<file path="src/rtl/mips_instr_encoder.sv">
// mips_instr_encoder
//   Inverse of the single-cycle control decoder. A 10-bit control vector
//   {Jump,RegDst,ALUSrc,MemtoReg,RegWrite,MemRead,MemWrite,Branch,ALUOp[1:0]}
//   is mapped back to its opcode and, together with the operand fields, packed
//   into a 32-bit MIPS instruction word. Words leave through a one-entry
//   valid/ready output register, each tagged with a sequential word address.
//   Control vectors outside the decode table are consumed, flagged with a
//   one-cycle error pulse and produce no word.
//
// Ports
//   clk, reset            rising-edge clock, synchronous active-high reset
//   in_valid/in_ready     request handshake (in_ready = ~out_valid | out_ready)
//   in_ctrl               control vector to encode
//   in_rs, in_rt, in_rd   register fields (rd only used by R-format)
//   in_shamt, in_funct    R-format shift amount and function code
//   in_imm                I-format immediate / offset
//   in_target             J-format jump target
//   out_valid/out_ready   output handshake
//   out_instr, out_addr   encoded word and its word address
//   err_valid, err_ctrl   rejected-vector pulse and last rejected vector
//   count                 legal words accepted since reset, saturating at 2^ADDR_W
//   wrap                  pulse when the word loaded used the last address

module mips_instr_encoder #(
    parameter int                 ADDR_W    = 8,
    parameter logic [ADDR_W-1:0]  BASE_ADDR = '0
) (
    input  logic              clk,
    input  logic              reset,
    input  logic              in_valid,
    output logic              in_ready,
    input  logic [9:0]        in_ctrl,
    input  logic [4:0]        in_rs,
    input  logic [4:0]        in_rt,
    input  logic [4:0]        in_rd,
    input  logic [4:0]        in_shamt,
    input  logic [5:0]        in_funct,
    input  logic [15:0]       in_imm,
    input  logic [25:0]       in_target,
    output logic              out_valid,
    input  logic              out_ready,
    output logic [31:0]       out_instr,
    output logic [ADDR_W-1:0] out_addr,
    output logic              err_valid,
    output logic [9:0]        err_ctrl,
    output logic [ADDR_W:0]   count,
    output logic              wrap
);

    localparam logic [9:0] CTRL_R    = 10'b0100100010;
    localparam logic [9:0] CTRL_LW   = 10'b0011110000;
    localparam logic [9:0] CTRL_SW   = 10'b0010001000;
    localparam logic [9:0] CTRL_BEQ  = 10'b0000000101;
    localparam logic [9:0] CTRL_ADDI = 10'b0010100000;
    localparam logic [9:0] CTRL_J    = 10'b1000000000;

    localparam logic [ADDR_W:0] COUNT_MAX = {1'b1, {ADDR_W{1'b0}}};

    typedef enum logic {
        EMPTY = 1'b0,
        FULL  = 1'b1
    } state_t;

    state_t state_reg, state_next;

    logic [31:0]       instr_reg;
    logic [ADDR_W-1:0] addr_reg;
    logic [ADDR_W-1:0] addr_ctr_reg;
    logic [ADDR_W:0]   count_reg;
    logic              err_valid_reg;
    logic [9:0]        err_ctrl_reg;
    logic              wrap_reg;

    logic        enc_legal;
    logic [31:0] enc_word;
    logic        accept;
    logic        legal_accept;
    logic        illegal_accept;

    // Control vector -> opcode and field packing. Fields a format does not
    // use are simply left out of the word.
    always_comb begin
        enc_legal = 1'b1;
        enc_word  = '0;
        case (in_ctrl)
            CTRL_R:    enc_word = {6'b000000, in_rs, in_rt, in_rd, in_shamt, in_funct};
            CTRL_LW:   enc_word = {6'b100011, in_rs, in_rt, in_imm};
            CTRL_SW:   enc_word = {6'b101011, in_rs, in_rt, in_imm};
            CTRL_BEQ:  enc_word = {6'b000100, in_rs, in_rt, in_imm};
            CTRL_ADDI: enc_word = {6'b001000, in_rs, in_rt, in_imm};
            CTRL_J:    enc_word = {6'b000010, in_target};
            default:   enc_legal = 1'b0;
        endcase
    end

    assign out_valid      = (state_reg == FULL);
    assign in_ready       = ~out_valid | out_ready;
    assign accept         = in_valid & in_ready;
    assign legal_accept   = accept & enc_legal;
    assign illegal_accept = accept & ~enc_legal;

    // Output-stage state register
    always_ff @(posedge clk) begin
        if (reset) begin
            state_reg <= EMPTY;
        end else begin
            state_reg <= state_next;
        end
    end

    // A legal accept always (re)fills the register; otherwise a taken word
    // empties it. An illegal accept leaves the stage alone.
    always_comb begin
        state_next = state_reg;
        case (state_reg)
            EMPTY: begin
                if (legal_accept) state_next = FULL;
            end
            FULL: begin
                if (legal_accept)   state_next = FULL;
                else if (out_ready) state_next = EMPTY;
            end
            default: state_next = EMPTY;
        endcase
    end

    // Word, address, counters and error/wrap pulses
    always_ff @(posedge clk) begin
        if (reset) begin
            instr_reg     <= '0;
            addr_reg      <= BASE_ADDR;
            addr_ctr_reg  <= BASE_ADDR;
            count_reg     <= '0;
            err_valid_reg <= 1'b0;
            err_ctrl_reg  <= '0;
            wrap_reg      <= 1'b0;
        end else begin
            err_valid_reg <= illegal_accept;
            // The pulse coincides with the load of the word that used the
            // last address, so the next word starts again at zero.
            wrap_reg      <= legal_accept & (&addr_ctr_reg);
            if (illegal_accept) begin
                err_ctrl_reg <= in_ctrl;
            end
            if (legal_accept) begin
                instr_reg    <= enc_word;
                addr_reg     <= addr_ctr_reg;
                addr_ctr_reg <= addr_ctr_reg + ADDR_W'(1);
                if (count_reg != COUNT_MAX) begin
                    count_reg <= count_reg + (ADDR_W+1)'(1);
                end
            end
        end
    end

    assign out_instr = instr_reg;
    assign out_addr  = addr_reg;
    assign err_valid = err_valid_reg;
    assign err_ctrl  = err_ctrl_reg;
    assign count     = count_reg;
    assign wrap      = wrap_reg;

endmodule
</file>
<file path="config.mk">
export PLATFORM = sky130hd
export DESIGN_NAME = mips_instr_encoder
export DESIGN_NICKNAME = d
export VERILOG_FILES = /design/src/rtl/mips_instr_encoder.sv
export SDC_FILE = /design/constraint.sdc
export NUM_CORES = 1
export LEC_CHECK = 0
export ABC_AREA = 1
export ABC_CLOCK_PERIOD_IN_PS = 1500
export BUFFER_PORTS_ARGS = -buffer_cell sky130_fd_sc_hd__buf_4
export CORE_AREA = 2 2 95 97
export CTS_CLUSTER_DIAMETER = 60
export DETAILED_ROUTE_END_ITERATION = 8
export DIE_AREA = 0 0 97 99
export GPL_TIMING_DRIVEN = 0
export PLACE_DENSITY = 0.79
export SLEW_MARGIN = 30
export SYNTH_ARGS = -nofsm -noshare
export SYNTH_HDL_FRONTEND = slang
export SYNTH_SLANG_ARGS = --single-unit
</file>
<file path="constraint.sdc">
create_clock -name clk -period 1.5 [get_ports clk]
set_input_delay 0.15 -clock clk [delete_from_list [all_inputs] [get_ports clk]]
set_output_delay 0.15 -clock clk [all_outputs]
set_load 0.005 [all_outputs]
</file>
# Yosys cells after proc, flatten, opt, wreduce, memory -nomap -nowiden
# Cells that the tools add are included.
# word_totals
ff_bits	70
word_cells	33
# classes
add_sub_neg	2
n_eq_ne	7
n_mux	6
n_bitwise	7
reduce_logical	3
# op_table
cell	count
$pmux W32 S6	1
$eq A10 B8 Y1 const B	3
$eq A10 B10 Y1 const B	1
$eq A10 B3 Y1 const B	1
$eq A10 B9 Y1 const B	1
$add A9 B1 Y9 const B	1
$ne A9 B9 Y1 const B	1
$add A8 B1 Y8 const B	1
$reduce_and A8 Y1	1
$reduce_or A6 Y1	1
$and A1 B1 Y1	4
$mux W1	4
$not A1 Y1	2
$pmux W1 S2	1
$reduce_and A2 Y1	1
$or A1 B1 Y1	1

# Depth between registers and ports, before layout
# Gate-level depths: netlist of run 1.
# logic_depth
word_depth	6
mapped_depth	12
mapped_depth_nobuf	12

# Least setup slack after synthesis of run 1
# OpenSTA, ideal clock, no wires.
# synth_path
path_type	register -> register
from	register state_reg (netlist: out_valid)
to	register instr_reg[16] (netlist: out_instr[16])
arrival_ps	1365
setup_slack_ps	24
stages_incl_launch_ff	7
period_less_slack_ps	1476
path_cell_list	dfxtp_1 -> a21boi_0 -> buf_2 -> buf_1 -> nand3_1 -> nor2_1 -> nor2_1
# synth_via
elab_chain_len	4
# synth_lines
item	line_no	text
start: declaration	64	state_t state_reg, state_next;
start signal: assignment	107	state_reg <= state_next;
$not A1 Y1	n/a	
$or A1 B1 Y1	97	assign in_ready = ~out_valid | out_ready;
$and A1 B1 Y1	98	assign accept = in_valid & in_ready;
$and A1 B1 Y1	99	assign legal_accept = accept & enc_legal;
end signal: assignment	146	instr_reg <= enc_word;
end: declaration	66	logic [31:0] instr_reg;
# Every way passes these cells.
# A chain may end at the register's enable or synchronous reset.

# Final worst setup path of run 1
# layout_path
from	register count_reg[0] (netlist: count[0])
to	register count_reg[8] (netlist: count[8])
# layout_via
elab_chain_len	2
elab_cells_between_ends	3
# layout_lines
item	line_no	text
start: declaration	69	logic [ADDR_W:0] count_reg;
start signal: assignment	150	count_reg <= count_reg + (ADDR_W+1)'(1);
branches (longest 2 deep; another with $add A9 B1 Y9)	n/a	
# Parallel ways; which one is timed is not known.

==> results of run 1 <==
-- path summary, 6_finish.rpt --
check / from / to / depth (start not counted)
max: count[0] / count[8] / 8
min: in_rs[3] / out_instr[24] / 5
max reg2reg: count[0] / count[8] / 8
min reg2reg: out_instr[27] / out_instr[27] / 2
-- area by class of cell --
class                      instances  area, um^2  area share, %
buffer                            27         145           2.72
clock buffer                      10         138           2.58
clock inverter                     6        63.8           1.19
inverter                          77         290           5.43
multi-input combinational        460        2090           39.1
sequential                        68        1370           25.6
tap                              108         135           2.53
timing repair buffer             148        1110           20.8
-- power breakdown --
group,internal (mW),switching [mW],total [mW]
clock network,0.810,0.762,1.57
logic,0.216,0.197,0.414
registers,1.82,0.0103,1.83
total,2.85,0.970,3.82
-- layout by cell type, fill, tap and decap left out, types with 9 or more instances in the layout --
cell | synthesis | layout
sky130_fd_sc_hd__nand2_1 | 204 | 198
sky130_fd_sc_hd__buf_4 | 2 | 150
sky130_fd_sc_hd__nor2_1 | 120 | 114
sky130_fd_sc_hd__inv_1 | 72 | 72
sky130_fd_sc_hd__dfxtp_1 | 68 | 65
sky130_fd_sc_hd__nand3_1 | 58 | 57
sky130_fd_sc_hd__a21oi_1 | 21 | 21
sky130_fd_sc_hd__nand4_1 | 20 | 20
sky130_fd_sc_hd__buf_2 | 10 | 10
sky130_fd_sc_hd__clkbuf_8 | 0 | 10
sky130_fd_sc_hd__o21ai_0 | 12 | 9
-- worst max-delay path, delay by kind of cell (launching register included) --
| family | cells | cell delay, ps |
|---|---|---|
| fa+ha+maj | 1 | 140 |
| flops | 1 | 380 |
| simple gates | 7 | 770 |
-- stage by stage --
stage               utilization [%]  cells  area [um^2]  power, mW
finish                         62.5    904         5340       3.82
global route                   62.5    904         5340       3.96
CTS                            61.3    902         5240       3.82
detailed placement             58.5    884         5000       2.27
global placement               58.5    884         5000       2.26
floorplan                         -    633         3790       2.02
-- routing by layer --
| layer | share of wire, % | wire length (um) | up-vias |
|---|---|---|---|
| met5 | 0 | 0 | - |
| met4 | 1.8 | 212 | 0 |
| met3 | 6.0 | 698 | 18 |
| met2 | 50 | 5780 | 161 |
| met1 | 42 | 4870 | 2026 |
| li1 | - | - | 2262 |
-- synthesized netlist by cell type --
cell type and instances:
sky130_fd_sc_hd__clkbuf_1 12, sky130_fd_sc_hd__nand3b_1 3, sky130_fd_sc_hd__o21ai_0 12, sky130_fd_sc_hd__nor2_2 2, sky130_fd_sc_hd__conb_1 1, sky130_fd_sc_hd__xor2_1 4, sky130_fd_sc_hd__a21boi_0 1, sky130_fd_sc_hd__buf_4 2
sky130_fd_sc_hd__nand2_1 204, sky130_fd_sc_hd__inv_1 72, sky130_fd_sc_hd__xnor2_1 3, sky130_fd_sc_hd__buf_6 1, sky130_fd_sc_hd__nand3_1 58, sky130_fd_sc_hd__nor2_4 3, sky130_fd_sc_hd__nand2_2 1, sky130_fd_sc_hd__nand3_2 1
sky130_fd_sc_hd__nor3_1 3, sky130_fd_sc_hd__ha_1 3, sky130_fd_sc_hd__inv_2 4, sky130_fd_sc_hd__nor2_1 120, sky130_fd_sc_hd__buf_1 3, sky130_fd_sc_hd__dfxtp_1 68, sky130_fd_sc_hd__a21oi_1 21, sky130_fd_sc_hd__buf_2 10
sky130_fd_sc_hd__nand4_1 20, sky130_fd_sc_hd__clkinv_2 1
-- logic make-up after synthesis --
logic type,after synthesis,synth area share (%)
AND/OR/NAND/NOR,415,45.7
buffers and inverters,105,11.2
flip-flops,68,35.9
AO/OA/AOI/OAI,34,4.55
XOR/XNOR,7,1.62
adder cells (fa/ha/maj),3,0.990
other,1,0.0989
-- repair_timing --
action / 4_1_cts / 5_1_grt
setup buffers: 1 / 3
pin swaps: 1 / 4
hold buffers: 1 / 0
hold endpoints to repair: 1 / 0
endpoints found under the setup margin: 51 / 67
gates resized for setup: 9 / 34
==> impl_metrics.env, run 1 <==
export IMPL_nFillCells=778
export IMPL_hpwl_mm=8.57
export IMPL_synth_seq_area_share_pct=35.9
export IMPL_globalRouteMet2Util_pct=41.2
export IMPL_placement_setup_worst_slack_ps=-466
export IMPL_port_buffers=143
export IMPL_die_y_um=99
export IMPL_final_critical_path_setup_slack_ps=102
export IMPL_final_antenna_net_count=0
export IMPL_die_width_um=97
export IMPL_r2r_setup_slack_ps=100
export IMPL_cell_by_cell_trace_of_the_critical_path="ha_4 -> nand2_1 -> nor2_4 -> nand3_2 -> nor3_2 -> nand4_1 -> nand2_1 -> nor2_1"
export IMPL_power_ir_vdd_worst_v=0.000435
export IMPL_relSlewSlack_pct=63.5
export IMPL_syn2layout_area_growth_pct=41.0
export IMPL_syn_instance_count=633
export IMPL_remaining_drc_errors=0
export IMPL_boundaryPins=145
export IMPL_syn_area_um2=3790
export IMPL_final_min_period_over_clock_period_pct=93.2
export IMPL_initial_utilization_pct=44.3
export IMPL_gr_max_usage_layer="met2"
export IMPL_min_period_ps=1400
export IMPL_crit_path_top_delay_cell="sky130_fd_sc_hd__dfxtp_4"
export IMPL_gr_usage_all_layers_pct=23.5
export IMPL_post_synth_top_area_fraction_pct=35.9
export IMPL_synth_yosys_warnings=0
export IMPL_grt_max_degree=13
export IMPL_layout_nets=876
export IMPL_core_area_um2=8550
export IMPL_power_static_leakage_nw=2.71
export IMPL_wirelength_mm=11.6
export IMPL_synthesis_nets=718
export IMPL_global_route_wire_length_before_repair_mm=18.7
export IMPL_weighted_congestion_at_the_end_of_routability_driven_global_placement=0.929
export IMPL_insertion_delay_ps=350
export IMPL_worstSetupStartpointType="flop"
export IMPL_largest_register_ff_count=30
export IMPL_cts_num_sinks=68
export IMPL_gr_usage_met3_pct=5.04
export IMPL_result_of_the_run="finished clean"
export IMPL_global_route_overflow_total=0
export IMPL_max_cap_viol_count=0
export IMPL_power_density_nw_per_um2=715
export IMPL_clk_transition_reported_paths_ps=80
export IMPL_vias=4467
export IMPL_synth_top_cell_by_area="sky130_fd_sc_hd__dfxtp_1"
export IMPL_htree_levels=3
export IMPL_worst_clock_skew_ps=9.45
export IMPL_synth_area_leaders="sky130_fd_sc_hd__dfxtp_1 36%, sky130_fd_sc_hd__nand2_1 20%, sky130_fd_sc_hd__nor2_1 12%"
export IMPL_critical_path_max_fanout=4
export IMPL_cp_data_required_time_ps=1750
export IMPL_hp_class="input pin to flop"
export IMPL_hold_violations_final=0
export IMPL_setup_total_negative_slack_ps=0
export IMPL_initialDrtViolationCount=190
export IMPL_grt_antenna_before_repair=0
export IMPL_timing_critical_path_mode_cell="sky130_fd_sc_hd__nand2_1"
export IMPL_fmax_ghz=0.715
export IMPL_worst_setup_path_end_kind="flop"
export IMPL_clock_root_buffer="sky130_fd_sc_hd__clkbuf_8"
export IMPL_fp_dieArea_um2=9600
export IMPL_hold_worst_slack_ps=86.1
export IMPL_worstPathArrival_ps=1650
export IMPL_worstSetupPathType="flop to flop"
export IMPL_cts_tree="built"
export IMPL_grt_use_met1_pct=27.8
export IMPL_detail_routed_via_count_per_cell=4.94
export IMPL_max_clock_path_buffers=2
export IMPL_firstDrtPassIters=5
export IMPL_cpPeakStageDelay_ps=380
export IMPL_first_global_vias=4193
export IMPL_ys_seq_elements=68
export IMPL_ys_types=26
export IMPL_tritoncts_num_buffers=9
export IMPL_synth_area_per_cell_um2=5.99
export IMPL_post_route_cells_drive_above_1_share_pct=26.9
export IMPL_wl_per_cell_um=12.8
export IMPL_num_rows=34
export IMPL_setup_viol=0
export IMPL_tightest_slew_ps=548
export IMPL_diodes=0
export IMPL_final_max_slew_viol_count=0
Note: power is estimated with default switching activity, not from simulation.
==> run 2, diff against run 1 <==
CORE_AREA = 2 2 91 102   (was 2 2 95 97)
DIE_AREA = 0 0 93 104   (was 0 0 97 99)
SLEW_MARGIN = not set   (was 30)
==> run 2 against run 1 <==
Net effect: via count decreased by 1.0%; critical path depth increased by 1; setup slack got worse by 11 ps; sequential power about the same; largest power group unchanged; global-route usage increased by 0.29 points; count of clock-buffer cells in the layout increased by 1; register-to-register slack about the same; routed wire length increased by 2.6%.
==> impl_metrics.env, run 2 (synthesis results as in run 1) <==
export IMPL_result_of_the_run="finished clean"
export IMPL_htree_levels=3
export IMPL_die_width_um=93
export IMPL_clock_root_buffer="sky130_fd_sc_hd__clkbuf_8"
export IMPL_weighted_congestion_at_the_end_of_routability_driven_global_placement=0.855
export IMPL_cp_data_required_time_ps=1790
export IMPL_max_clock_path_buffers=2
export IMPL_power_ir_vdd_worst_v=0.000456
export IMPL_grt_antenna_before_repair=0
export IMPL_cpPeakStageDelay_ps=380
export IMPL_boundaryPins=145
export IMPL_largest_register_ff_count=30
export IMPL_fp_dieArea_um2=9670
export IMPL_hpwl_mm=9.11
export IMPL_setup_repair_after_global_routing_missed_its_margin="no"
export IMPL_worstSetupStartpointType="flop"
export IMPL_detail_routed_via_count_per_cell=4.84
export IMPL_cts_tree="built"
export IMPL_hp_class="input pin to flop"
export IMPL_grt_max_degree=13
export IMPL_worstPathArrival_ps=1700
export IMPL_wl_per_cell_um=13.0
export IMPL_crit_path_top_delay_cell="sky130_fd_sc_hd__dfxtp_2"
export IMPL_global_route_overflow_total=0
export IMPL_die_y_um=104
export IMPL_relSlewSlack_pct=60.4
export IMPL_remaining_drc_errors=0
export IMPL_final_max_slew_viol_count=0
export IMPL_cell_by_cell_trace_of_the_critical_path="ha_4 -> nand2_1 -> nor2_4 -> nand3_2 -> nor3_2 -> nand3_1 -> nand2_1 -> inv_1 -> nor2_1"
export IMPL_num_rows=36
export IMPL_tritoncts_num_buffers=9
export IMPL_core_area_um2=8650
export IMPL_post_route_cells_drive_above_1_share_pct=26.5
export IMPL_insertion_delay_ps=350
export IMPL_cts_num_sinks=68
export IMPL_max_cap_viol_count=0
export IMPL_critical_path_max_fanout=4
export IMPL_diodes=0
export IMPL_worst_clock_skew_ps=6.62
export IMPL_fmax_ghz=0.709
export IMPL_global_route_wire_length_before_repair_mm=18.9
export IMPL_most_common_cell_after_layout_fill_and_taps_aside="sky130_fd_sc_hd__nand2_1"
export IMPL_initialDrtViolationCount=217
export IMPL_hold_violations_final=0
export IMPL_clk_transition_reported_paths_ps=80
export IMPL_tightest_slew_ps=594
export IMPL_critical_path_buf_inv_count=1
export IMPL_initial_utilization_pct=43.8
export IMPL_syn2layout_area_growth_pct=42.1
export IMPL_final_min_period_over_clock_period_pct=94.0
export IMPL_worstSetupPathType="flop to flop"
export IMPL_vias=4421
export IMPL_firstDrtPassIters=4
export IMPL_sum_of_internal_switching_and_leakage_power_mw=3.85
export IMPL_timing_critical_path_mode_cell="sky130_fd_sc_hd__nand2_1"
export IMPL_port_buffers=143
export IMPL_setup_viol=0
export IMPL_setup_total_negative_slack_ps=0
export IMPL_wirelength_mm=11.9
export IMPL_min_period_ps=1410
export IMPL_first_global_vias=4206
export IMPL_nFillCells=818
export IMPL_power_density_nw_per_um2=715
export IMPL_layout_common_cells="200 x sky130_fd_sc_hd__nand2_1, 151 x sky130_fd_sc_hd__buf_4, 116 x sky130_fd_sc_hd__nor2_1, 72 x sky130_fd_sc_hd__inv_1, 64 x sky130_fd_sc_hd__dfxtp_1"
export IMPL_cp_top_family="simple AND/OR/NAND/NOR gates"
export IMPL_layout_nets=879
export IMPL_power_static_leakage_nw=2.77
export IMPL_gr_usage_all_layers_pct=23.8
export IMPL_final_antenna_net_count=0
export IMPL_worst_setup_path_end_kind="flop"
[run 2: changes by cell type in the layout (fill, tap and decap cells not counted), sizes merged]
cell      before  now
buf          162  165
clkbuf        22   23
clkinvlp       2    1
[run 2: path summary, 6_finish.rpt]
check	startpoint	endpoint	slack [ps]	cells past startpoint
hold / removal	in_rt[0]	out_instr[16]	90	5
hold reg to reg	err_ctrl[3]	err_ctrl[3]	460	2
setup reg to reg	count[0]	count[8]	90	9
setup / recovery	count[0]	count[8]	90	9
[run 2: cell type report]
cell class	instances	area, um^2	area share [%]
multi-input combinational	460	2100	39.0
sequential	68	1370	25.4
timing repair buffer	150	1130	21.0
inverter	77	290	5.39
clock buffer	11	151	2.81
buffer	28	149	2.76
tap	114	143	2.65
clock inverter	5	60.1	1.11
[run 2: tightest hold or removal path, cell delays in order]
cell	delay [ps]
sky130_fd_sc_hd__buf_4	80
sky130_fd_sc_hd__nand2_1	40
sky130_fd_sc_hd__inv_1	40
sky130_fd_sc_hd__nor2_1	30
sky130_fd_sc_hd__nor2_1	70
[run 2: power breakdown]
| part | internal [mW] | switching [mW] |
|---|---|---|
| registers | 1.82 | 0.0106 |
| clock network | 0.861 | 0.737 |
| logic | 0.217 | 0.202 |
[run 2: metrics by stage]
stage	setup slack (ps)	hold slack (ps)	cell area (um^2)	cells	util (%)
after CTS	9.55	89.1	5300	912	61.3
final	90.4	89.6	5390	913	62.3
after detailed placement	-598	340	5010	890	57.9
after floorplan	23.6	219	3790	633	-
after global routing	0.0604	103	5390	913	62.3
after global placement	-561	335	5010	890	57.9
[run 2: layer usage]
layer  part of all wire, %  global-route usage (%)  wire length, um
met2                    50                    42.5             5930
met1                    41                    27.6             4900
met5                     0                       0                0
met3                   7.4                    5.58              874
met4                   1.3                    7.77              159
[run 2: repair_timing]
action	in CTS	in global routing
resized for setup	11	25
buffers inserted	5	1
hold buffers	1	0
endpoints found under the hold margin	1	0
endpoints found under the setup margin	66	52
pin swaps	2	4
